File: src/rtl/lmsm_sequencer_if.sv
// Handshake/bus bundle between the IF/ID stage and the LM/SM sequencer.
// The master modport drives the instruction side; the slave modport is the sequencer.
interface lmsm_sequencer_if;
    logic [15:0] ir_in;
    logic [15:0] pc_in;
    logic        valid_in;
    logic        stall_in;
    logic        flush;
    logic [15:0] ir_out;
    logic [15:0] pc_out;
    logic        valid_out;
    logic        busy;
    logic [2:0]  xfer_idx;
    logic        last_xfer;

    modport master (
        output ir_in, pc_in, valid_in, stall_in, flush,
        input  ir_out, pc_out, valid_out, busy, xfer_idx, last_xfer
    );

    modport slave (
        input  ir_in, pc_in, valid_in, stall_in, flush,
        output ir_out, pc_out, valid_out, busy, xfer_idx, last_xfer
    );
endinterface

File: src/rtl/lmsm_sequencer.sv
// LM/SM micro-sequencer: expands a multi-register load/store into one decode op per
// mask bit (lowest register first); every other instruction passes through in one cycle.
module lmsm_sequencer (
    input  logic                    clk,
    input  logic                    rst_n,
    lmsm_sequencer_if.slave         bus
);
    typedef enum logic {IDLE = 1'b0, SEQ = 1'b1} state_e;

    localparam logic [15:0] BUBBLE = 16'hF000;

    state_e      state_q, state_d;
    logic [15:0] ir_q, ir_d;
    logic [15:0] pc_q, pc_d;
    logic        valid_q, valid_d;
    logic [2:0]  idx_q, idx_d;
    logic        last_q, last_d;

    logic [7:0]  mask_nxt;
    logic        nxt_single;
    logic        in_lmsm;
    logic        in_multi;
    logic        start;

    // Mask left after retiring the lowest set bit; one bit left means the next op is the last.
    assign mask_nxt   = ir_q[7:0] & (ir_q[7:0] - 8'd1);
    assign nxt_single = (mask_nxt != 8'd0) && ((mask_nxt & (mask_nxt - 8'd1)) == 8'd0);

    assign in_lmsm  = (bus.ir_in[15:13] == 3'b011);
    assign in_multi = ((bus.ir_in[7:0] & (bus.ir_in[7:0] - 8'd1)) != 8'd0);
    assign start    = bus.valid_in && in_lmsm && in_multi;

    always_ff @(posedge clk) begin
        if (!rst_n) state_q <= IDLE;
        else        state_q <= state_d;
    end

    always_comb begin
        state_d = state_q;
        if (bus.flush) begin
            state_d = IDLE;
        end else if (!bus.stall_in) begin
            case (state_q)
                IDLE:    if (start)      state_d = SEQ;
                SEQ:     if (nxt_single) state_d = IDLE;
                default:                 state_d = IDLE;
            endcase
        end
    end

    always_comb begin
        ir_d    = ir_q;
        pc_d    = pc_q;
        valid_d = valid_q;
        idx_d   = idx_q;
        last_d  = last_q;
        if (bus.flush) begin
            // pc_out is left alone on a flush; the bubble makes it irrelevant.
            ir_d    = BUBBLE;
            valid_d = 1'b0;
            idx_d   = 3'd0;
            last_d  = 1'b1;
        end else if (!bus.stall_in) begin
            case (state_q)
                IDLE: begin
                    ir_d    = bus.ir_in;
                    pc_d    = bus.pc_in;
                    valid_d = bus.valid_in;
                    idx_d   = 3'd0;
                    last_d  = !start;
                end
                SEQ: begin
                    ir_d    = {ir_q[15:8], mask_nxt};
                    valid_d = 1'b1;
                    idx_d   = idx_q + 3'd1;
                    last_d  = nxt_single;
                end
                default: ;
            endcase
        end
    end

    always_ff @(posedge clk) begin
        if (!rst_n) begin
            ir_q    <= BUBBLE;
            pc_q    <= 16'h0000;
            valid_q <= 1'b0;
            idx_q   <= 3'd0;
            last_q  <= 1'b1;
        end else begin
            ir_q    <= ir_d;
            pc_q    <= pc_d;
            valid_q <= valid_d;
            idx_q   <= idx_d;
            last_q  <= last_d;
        end
    end

    assign bus.ir_out    = ir_q;
    assign bus.pc_out    = pc_q;
    assign bus.valid_out = valid_q;
    assign bus.xfer_idx  = idx_q;
    assign bus.last_xfer = last_q;
    assign bus.busy      = (state_q == SEQ);
endmodule

File: src/flat_wrapper.sv
// flat-port wrapper written by rule: the top's interface ports become plain ports
module lmsm_sequencer_flat 
  (clk, rst_n, bus_ir_in, bus_pc_in, bus_valid_in, bus_stall_in, bus_flush, bus_ir_out, bus_pc_out, bus_valid_out, bus_busy, bus_xfer_idx, bus_last_xfer);
  lmsm_sequencer_if bus_i ();
  input  logic clk;
  input  logic rst_n;
  input wire logic [$bits(bus_i.ir_in)-1:0] bus_ir_in;
  input wire logic [$bits(bus_i.pc_in)-1:0] bus_pc_in;
  input wire logic [$bits(bus_i.valid_in)-1:0] bus_valid_in;
  input wire logic [$bits(bus_i.stall_in)-1:0] bus_stall_in;
  input wire logic [$bits(bus_i.flush)-1:0] bus_flush;
  output wire logic [$bits(bus_i.ir_out)-1:0] bus_ir_out;
  output wire logic [$bits(bus_i.pc_out)-1:0] bus_pc_out;
  output wire logic [$bits(bus_i.valid_out)-1:0] bus_valid_out;
  output wire logic [$bits(bus_i.busy)-1:0] bus_busy;
  output wire logic [$bits(bus_i.xfer_idx)-1:0] bus_xfer_idx;
  output wire logic [$bits(bus_i.last_xfer)-1:0] bus_last_xfer;
  assign bus_i.ir_in = bus_ir_in;
  assign bus_i.pc_in = bus_pc_in;
  assign bus_i.valid_in = bus_valid_in;
  assign bus_i.stall_in = bus_stall_in;
  assign bus_i.flush = bus_flush;
  assign bus_ir_out = bus_i.ir_out;
  assign bus_pc_out = bus_i.pc_out;
  assign bus_valid_out = bus_i.valid_out;
  assign bus_busy = bus_i.busy;
  assign bus_xfer_idx = bus_i.xfer_idx;
  assign bus_last_xfer = bus_i.last_xfer;
  lmsm_sequencer u_core (.clk(clk), .rst_n(rst_n), .bus(bus_i));
endmodule
File: config.mk
export PLATFORM = sky130hd
export DESIGN_NAME = lmsm_sequencer_flat
export DESIGN_NICKNAME = d
export VERILOG_FILES = /design/src/rtl/lmsm_sequencer_if.sv /design/src/rtl/lmsm_sequencer.sv /design/src/flat_wrapper.sv
export SDC_FILE = /design/constraint.sdc
export NUM_CORES = 1
export LEC_CHECK = 0
export CAP_MARGIN = 25
export CELL_PAD_IN_SITES_DETAIL_PLACEMENT = 0
export CELL_PAD_IN_SITES_GLOBAL_PLACEMENT = 2
export CORE_MARGIN = 5
export CORE_UTILIZATION = 24
export CTS_CLUSTER_DIAMETER = 30
export DETAILED_ROUTE_END_ITERATION = 16
export GPL_ROUTABILITY_DRIVEN = 0
export PLACE_DENSITY_LB_ADDON = 0.1
export SLEW_MARGIN = 10
export SYNTH_ARGS = -nofsm -noshare
export SYNTH_HDL_FRONTEND = slang
export SYNTH_SLANG_ARGS = --single-unit
export TNS_END_PERCENT = 100
File: constraint.sdc
create_clock -name clk -period 4.73 [get_ports clk]
set_input_delay 0.946 -clock clk [delete_from_list [all_inputs] [get_ports clk]]
set_output_delay 0.946 -clock clk [all_outputs]
set_load 0.005 [all_outputs]
-- After elaboration in Yosys (flattened, before gate mapping)
Index checks and enable logic that the tools add are counted.
- register bits after elaboration: 38
- input bits: 37
- output and inout bits: 38
- logic and storage cells: 36
- add/subtract/negate cells: 4
- equal/unequal tests: 1
- multiplexer cells: 7
- bitwise operators: 7
- reduce and logical (&&, ||, !) cells: 10
- operators with widths (operator ; number):
    case mux 16 bit (2 select lines) ; 1
    bitwise AND 8 bit ; 3
    subtractor 8 x 1 -> 8 bit (second input constant) ; 3
    nonzero test 8 bit ; 2
    logical NOT 8 bit ; 1
    case mux 1 bit (2 select lines) ; 3
    case mux 3 bit (2 select lines) ; 1
    inverter 1 bit ; 4
    adder 3 x 1 -> 3 bit (second input constant) ; 1
    equality test 3 x 2 -> 1 bit (second input constant) ; 1
    logical AND 1 bit ; 3
    AND reduction 3 bit ; 1
    2-to-1 mux 1 bit ; 2
    AND reduction 2 bit ; 1
    OR reduction 2 bit ; 1
    logical NOT 1 bit ; 1

-- Depth between registers and ports, before layout
- depth after elaboration: 8
- mapped depth: 7
- depth with buffers taken out: 5

-- Least setup slack after synthesis
No wires, ideal clock.
- kind: input to register
- from: input bus_ir_in[5]
- to: register u_core.state_q, in the netlist u_core.bus.busy
- setup time: 0.115 ns
- arrival: 2.052 ns
- data required time: 4.615 ns
- path slack: 2.564 ns
- cell stages on the path: 5
- buffers on the path: 0
- cell sequence: a22oi_1 nand2_1 o311ai_0 o211ai_1 o21a_1
- word-level cells in the longest chain between the ends: 6
- ends and longest elaborated chain (what ; RTL line ; text):
    from (decl) ; flat_wrapper.sv:7 ; input wire logic [$bits(bus_i.ir_in)-1:0] bus_ir_in;
    subtractor 8 x 1 -> 8 bit ; lmsm_sequencer.sv:30 ; assign in_multi = ((bus.ir_in[7:0] & (bus.ir_in[7:0] - 8'd1)) != 8'd0);
    bitwise AND 8 bit (*) ; lmsm_sequencer.sv:30 ;
    nonzero test 8 bit (*) ; lmsm_sequencer.sv:30 ;
    logical AND 1 bit (*) ; lmsm_sequencer.sv:31 ; assign start = bus.valid_in && in_lmsm && in_multi;
    2-to-1 mux 1 bit (*) ; lmsm_sequencer.sv:44 ; IDLE: if (start) state_d = SEQ;
    case mux 1 bit (2 select lines) (*) ; lmsm_sequencer.sv:43 ; case (state_q)
    to (signal assigned) ; lmsm_sequencer.sv:35 ; else state_q <= state_d;
    to (decl) ; lmsm_sequencer.sv:12 ; state_e state_q, state_d;
Every way passes the cells marked *; elsewhere a longest branch is shown, timed or not.
A chain may end at the register's enable or synchronous reset.

-- Final worst setup path
- from: input bus_stall_in
- to: register u_core.pc_q[5], in the netlist u_core.bus.pc_out[5]
- word-level cells in the longest chain between the ends: 2
- ends and longest elaborated chain (what ; RTL line ; text):
    from (decl) ; flat_wrapper.sv:10 ; input wire logic [$bits(bus_i.stall_in)-1:0] bus_stall_in;
    inverter 1 bit (no source line) ; -- ;
    AND reduction 3 bit (no source line) ; -- ;
    to (signal assigned) ; lmsm_sequencer.sv:92 ; pc_q <= pc_d;
    to (decl) ; lmsm_sequencer.sv:14 ; logic [15:0] pc_q, pc_d;
No other way between the ends.

==> impl_metrics.toml <==
[logic_synthesis]
synth-main-ff-cell = "sky130_fd_sc_hd__dfxtp_1"
synth.yosys.seq_area_share = 0.460
post_synthesis_xor_xnor_area_fraction = 0.00529
synth.most_common_cell = "sky130_fd_sc_hd__nand2_1"
synth_top_family_by_area = "simple AND/OR/NAND/NOR gates"
ys.warnings.count = 0
syn-cell-area_um2 = 1660
netlist_top_cells_area = "sky130_fd_sc_hd__dfxtp_1 46%, sky130_fd_sc_hd__nand2_1 13%, sky130_fd_sc_hd__a21boi_1 4.5%"
synth_edf_count = 0
share_of_flip_flops_with_an_asynchronous_set_or_reset_after_synthesis = 0
synth_area_per_inst_um2 = 8.00
synth-compound-area-share = 0.234
synth_adder_area_share = 0.0204
postSynthRegisterBits = 38
post_synth_mux_area_share = 0.0121
syn_nets = 245
syn-instance-count = 207
synth_cell_type_count = 36
synth_top_area_cell = "sky130_fd_sc_hd__dfxtp_1"
yosys.area_share.simple = 0.237
synth_top_area_frac = 0.460
leading_cell_types_by_count_after_synthesis = "59 x sky130_fd_sc_hd__nand2_1, 38 x sky130_fd_sc_hd__dfxtp_1, 15 x sky130_fd_sc_hd__nor2_1, 12 x sky130_fd_sc_hd__a21oi_1, 11 x sky130_fd_sc_hd__clkbuf_1"

[floorplan]
core_area_um2 = 6760
die-height_um = 93.1
ioPinCount = 75
die-area_um2 = 8660
row_count = 30
die_width_um = 93.1
floorplan.initialDensity = 0.245

[setup_path]
timing.critical_path.max_delay_family = "buffers and inverters"
end_kind = "register"
worstPathArrival_ns = 2.91
crit_path_frequent_cell = "sky130_fd_sc_hd__nand2_1"
worst_path_max_delay_cell = "sky130_fd_sc_hd__clkdlybuf4s50_1"
cp_cell_sequence = "clkdlybuf4s50_1 -> inv_1 -> nand2_1 -> nor2_1 -> buf_4 -> nand2_1 -> a21boi_0"
crit_type = "in2reg"
critical_path.n_buffers_inverters = 3
crit_required_ns = 4.96
critPathLaunchType = "input port"
crit_path_max_incr_delay_ns = 0.67
cp_max_fo = 16

[clock_network]
cts_root_buf = "sky130_fd_sc_hd__clkbuf_8"
clock_insertion_delay_worst_skew_ns = 0.29
cts-hold-fix-buffers = 0
clock_tree.buffer_depth = 2
cts_setup_buffers = 0
postCtsResizedCells = 0
cts_max_level = 2
clock_sink_count = 38
cts_tree = "built"
cts-buffers-inserted = 5
clk_transition_reported_paths_ns = 0.08

[timing]
report.final.slew_viol_count = 0
tightest_slew_ns = 0.769
finalClockSkew_ns = 0.00624
final-setup-viol-count = 0
final.setup.tns_ns = 0
final.setup.worst_slack_ns = 2.05
final_hold_viol_count = 0
highest_achievable_clock_rate_mhz = 373
rsz0062_at_grt = "false"
post-route-period-util = 0.567
timing.final.crit_period_ns = 2.68
timing.slew.headroom = 0.481

[finish]
n_fill_cell = 706
stdcell_count = 359
finish.utilization = 0.379
layout-drive-gt1-share = 0.0538
final_net_count = 316
area.growth.synth_to_final_pct = 54.6
antennaDiodeCount = 0

[run_status]
result_of_the_run = "finished, final reports clean"

[routing]
remaining_drc_errors = 0
ant_nets = 0
dr.pass1.iters = 4
routed_wl_um = 5110
detail_route.wl_per_cell_um = 14.2
drt-vias-per-instance = 4.60
detailroute.via_count = 1650
dr.first_iter.drc_count = 45

[placed_design]
place.detailed.hpwl_um = 3640
placed_cells_incl_taps = 351
dp_slack_ns = 1.70
numPortBuffers = 74

[global_route]
maximum_number_of_pins_on_one_net_before_global_route_repair = 19
first_global_vias = 1640
grt.overflow.total = 0
grt_usage = 0.123
grt_first_pass_wirelength_um = 8470
antenna_found_initial = 0

[power]
power_density_nw_per_um2 = 268
vdd_drop_max_v = 0.0000973
leakage_uw = 0.000947
design_power_total_uw = 687

[hold_path]
hold_path.class = "reg2reg"

[run]
max_cap_viols = 0
through the flow:
stage | hold slack (ns) | area [um2]
5_1_grt | 0.477 | 2560
2_1_floorplan | 0.451 | 1660
4_1_cts | 0.457 | 2560
3_5_place_dp | 0.445 | 2460
3_3_place_gp | 0.443 | 2460
6_report | 0.455 | 2560
worst register-to-register path: stages, from the launching register on:
cell	delay, ns
sky130_fd_sc_hd__dfxtp_1	0.38
sky130_fd_sc_hd__or4_4	0.58
sky130_fd_sc_hd__or4_1	0.41
sky130_fd_sc_hd__o21ai_1	0.10
sky130_fd_sc_hd__mux2i_1	0.11
sky130_fd_sc_hd__o21a_1	0.18
placed cells by master (no fill, tap or decap), types with 2 or more instances in the layout:
cell / netlist / layout
sky130_fd_sc_hd__a21o_1: 2 / 2
sky130_fd_sc_hd__nor2_1: 15 / 15
sky130_fd_sc_hd__a21oi_1: 12 / 12
sky130_fd_sc_hd__inv_1: 2 / 2
sky130_fd_sc_hd__clkdlybuf4s50_1: 0 / 74
sky130_fd_sc_hd__or3_1: 3 / 3
sky130_fd_sc_hd__o21ai_1: 3 / 3
sky130_fd_sc_hd__nand2b_1: 2 / 2
sky130_fd_sc_hd__o21a_1: 3 / 3
sky130_fd_sc_hd__nand3_1: 5 / 5
sky130_fd_sc_hd__o211ai_1: 3 / 3
sky130_fd_sc_hd__a21boi_0: 6 / 6
sky130_fd_sc_hd__a21boi_1: 10 / 10
sky130_fd_sc_hd__a22oi_1: 7 / 7
sky130_fd_sc_hd__o21ai_0: 4 / 4
sky130_fd_sc_hd__nand2_1: 59 / 59
sky130_fd_sc_hd__buf_4: 0 / 2
sky130_fd_sc_hd__nor3_1: 2 / 2
sky130_fd_sc_hd__nor2b_1: 2 / 2
sky130_fd_sc_hd__mux2i_1: 2 / 2
sky130_fd_sc_hd__clkbuf_8: 0 / 6
sky130_fd_sc_hd__dfxtp_1: 38 / 38
routing by layer:
layer	track usage	vias to the layer above	routed length (um)
met2	0.182	50	2210
met1	0.172	741	2490
met5	0	-	0
met3	0.0394	6	346
met4	0.0342	0	54
li1	-	853	-
path summary, 6_finish.rpt:
kind / from / to / slack (ns) / cells past startpoint
max reg2reg: u_core.bus.ir_out[0] / u_core.bus.busy / 2.88 / 5
max: bus_stall_in / u_core.bus.pc_out[5] / 2.05 / 7
min reg2reg: u_core.bus.ir_out[10] / u_core.bus.ir_out[10] / 0.45 / 2
min: u_core.bus.ir_out[10] / u_core.bus.ir_out[10] / 0.45 / 2
area by class of cell:
class / count / area (um2) / area share
sequential: 38 / 761 / 0.297
inverter: 2 / 7.51 / 0.00293
clock buffer: 6 / 82.6 / 0.0323
timing repair buffer: 76 / 756 / 0.295
tap: 80 / 100 / 0.0391
clock inverter: 2 / 12.5 / 0.00489
multi-input combinational: 155 / 841 / 0.328
state kept, by name (all words and copies together), names as in the netlist:
| signal | flops |
|---|---|
| u_core.bus.ir_out | 16 |
| u_core.bus.busy | 1 |
| u_core.bus.pc_out | 16 |
| u_core.bus.xfer_idx | 3 |
| u_core.bus.last_xfer | 1 |
| u_core.bus.valid_out | 1 |
logic make-up (layout without fill, tap and decap cells):
family / count (synthesis) / after routing
AOI/OAI and AO/OA: 57 / 57
xor gates and xnor gates: 1 / 1
adders and majority gates: 3 / 3
buffers and inverters: 14 / 86
DFF: 38 / 38
muxes: 2 / 2
and+or+nand+nor: 92 / 92
report_power, final:
| group | leakage, uW | internal [uW] | switching [uW] | total, uW |
|---|---|---|---|---|
| logic | 0.000590 | 63.6 | 43.8 | 107 |
| clock network | 0.0000472 | 117 | 122 | 239 |
| registers | 0.000310 | 331 | 8.83 | 340 |
| total | 0.000947 | 512 | 175 | 687 |
No activity file was read; power rests on OpenSTA's default activity.
==> RTL change: new RTL, config.mk and constraints unchanged <==
`pc_q` no longer has a reset.
--- a/src/rtl/lmsm_sequencer.sv
+++ b/src/rtl/lmsm_sequencer.sv
@@ -84,5 +84,4 @@
         if (!rst_n) begin
             ir_q    <= BUBBLE;
-            pc_q    <= 16'h0000;
             valid_q <= 1'b0;
             idx_q   <= 3'd0;
@@ -90,9 +89,12 @@
         end else begin
             ir_q    <= ir_d;
-            pc_q    <= pc_d;
             valid_q <= valid_d;
             idx_q   <= idx_d;
             last_q  <= last_d;
         end
+    end
+
+    always_ff @(posedge clk) begin
+        pc_q <= pc_d;
     end
 
Function: changed (a bounded check fails within 4 cycles, from zero or initial values and one cycle with rst_n low).
==> RTL change against the original RTL <==
- synthesized area down 6.1%
- sequential cell count unchanged
- design area down 3.1%
- routed wire length down 5.3%
- sequential power up 6.2%
- hold slack better by 0.0072 ns
- synthesized cell count down 26%
- worst setup slack better by 0.035 ns
- critical path depth down 2
- global-route usage down 0.60 points
- clock power up 11%
- non-clock buffer count unchanged
- die area down 5.5%
- total power up 5.1%
- critical path type unchanged
==> RTL change: results (changes against the original RTL) <==
worst_setup_path:
  cp_slowest_stage_delay_ns: 0.64  # was 0.67 ns
  cp_data_arrival_time_ns: 2.63  # was 2.91 ns
  r2r_start: "u_core.bus.ir_out[0]$_SDFFE_PP0N_"  # unchanged
  critPathCapture: "u_core.bus.pc_out[3]$_DFFE_PP_"  # was u_core.bus.pc_out[5]$_SDFFE_PN0P_
  crit_slowest_cell: "clkdlybuf4s50_1"  # unchanged
  r2r_slack_ns: 2.87  # was 2.88 ns
  r2r.worst_path.cells: 5  # unchanged
  startpoint: "bus_stall_in"  # unchanged
  crit_family: "buffers and inverters"  # unchanged
clocking:
  cts_made_buffers: 5  # unchanged
  post_cts_resized: 0  # unchanged
  cts_root_buf: "clkbuf_8"  # unchanged
  postCtsSetupBuffers: 0  # unchanged
  clk_path_buf_depth: 2  # unchanged
global_route:
  antenna_found_initial: 0  # unchanged
  grt_usage_pct: 11.7  # was 12.3%
  grt_pass1_wl_mm: 7.68  # was 8.47 mm
  grt_pass1_vias: 1518  # was 1640
  grt_max_degree: 18  # was 19
yosys:
  yosysSeqAreaShare_pct: 59.3  # was 46.0%
  yosysUniqueCellTypes: 35  # was 36
  synth_ff_type: "dfxtp_1"  # unchanged
  syn_inst: 154  # was 207
  synth_edf_count: 16  # was 0
  synth_common_cells: "nand2_1, dfxtp_1, edfxtp_1"  # was nand2_1, dfxtp_1, nor2_1
  synth_warnings: 0  # unchanged
  syn-num-nets: 192  # was 245
  async_flop_share_pct: 0  # unchanged
  synth_area_leaders: "edfxtp_1, dfxtp_1, nand2_1"  # was dfxtp_1, nand2_1, a21boi_1
final_layout:
  drive_above_1_share_pct: 5.65  # was 5.38%
  fillerInstances: 640  # was 706
  nets: 267  # was 316
  fin_cells: 307  # was 359
  n_antenna_cell: 0  # unchanged
sta:
  hold_ws_ns: 0.462  # was 0.455 ns
  clock-skew-final_ns: 0.00709  # was 0.00624 ns
  clock.fmax_mhz: 378  # was 373 MHz
  slew_headroom_pct: 48.7  # was 48.1%
hold_path:
  worstHoldEndpoint: "u_core.bus.ir_out[10]$_SDFFE_PP0P_"  # unchanged
  worstHoldStart: "u_core.bus.ir_out[10]$_SDFFE_PP0P_"  # unchanged
placed_design:
  dp_slack_ns: 1.74  # was 1.70 ns
  dpl.cell_count: 299  # was 351
  place_hpwl_mm: 3.67  # was 3.64 mm
route:
  num_vias: 1449  # was 1650
  dr.pass1.iters: 4  # unchanged
  drt_iter0_markers: 46  # was 45
  drt_wl_total_mm: 4.84  # was 5.11 mm
pwr:
  max-vdd-ir-drop_uv: 142  # was 97.3 µV
  leakagePower_nw: 0.905  # was 0.947 nW
run_status:
  outcome: "completed"  # unchanged
==> RTL change: changes by cell type in the layout (fill, tap and decap cells not counted) <==
cell and change:
nand2_1 -32, dfxtp_1 -16, edfxtp_1 +16, a21boi_1 -10, a21boi_0 -6, bufinv_16 +1, clkbuf_1 +1, clkbuf_8 -1
clkinv_1 +1, clkinv_2 -1, clkinvlp_4 -1, or3_1 -1
==> RTL change: power breakdown <==
part	switching (mW)	internal, mW
clock network	0.111	0.156
logic	0.0372	0.0570
registers	0.00761	0.354
total	0.156	0.566
==> RTL change: metal layers <==
layer  share of wire [%]  routed length [µm]  vias up  GRT usage, %
met4                 1.6                  78        0          4.47
met3                 5.1                 247        9          4.25
met5                   0                   0        -             0
li1                    -                   -      701             -
met2                  51                2460       35          19.9
met1                  42                2050      704          13.4
==> RTL change: logic make-up after synthesis <==
logic type,count (synthesis),share of synthesized area [%]
AND/OR/NAND/NOR,59,17.1
flip-flops,38,59.3
adder cells (fa/ha/maj),3,2.17
multiplexers,2,1.29
XOR/XNOR,1,0.564
AO/OA/AOI/OAI,41,17.2
buffers and inverters,10,2.50
==> RTL change: through the flow <==
| stage | area [µm²] | total power [mW] |
|---|---|---|
| after floorplan | 1550 | 0.399 |
| after global placement | 2370 | 0.462 |
| after detailed placement | 2370 | 0.464 |
| after global routing | 2480 | 0.758 |
| final | 2480 | 0.722 |
| after CTS | 2480 | 0.736 |
==> RTL change: cell type report <==
class / count / area (µm²) / area share, %
Timing Repair Buffer: 76 / 756 / 30.5
Clock inverter: 2 / 33.8 / 1.36
Sequential cell: 38 / 921 / 37.1
Inverter: 2 / 7.51 / 0.303
Tap cell: 77 / 96.3 / 3.88
Clock buffer: 6 / 72.6 / 2.92
Multi-Input combinational cell: 106 / 594 / 24.0
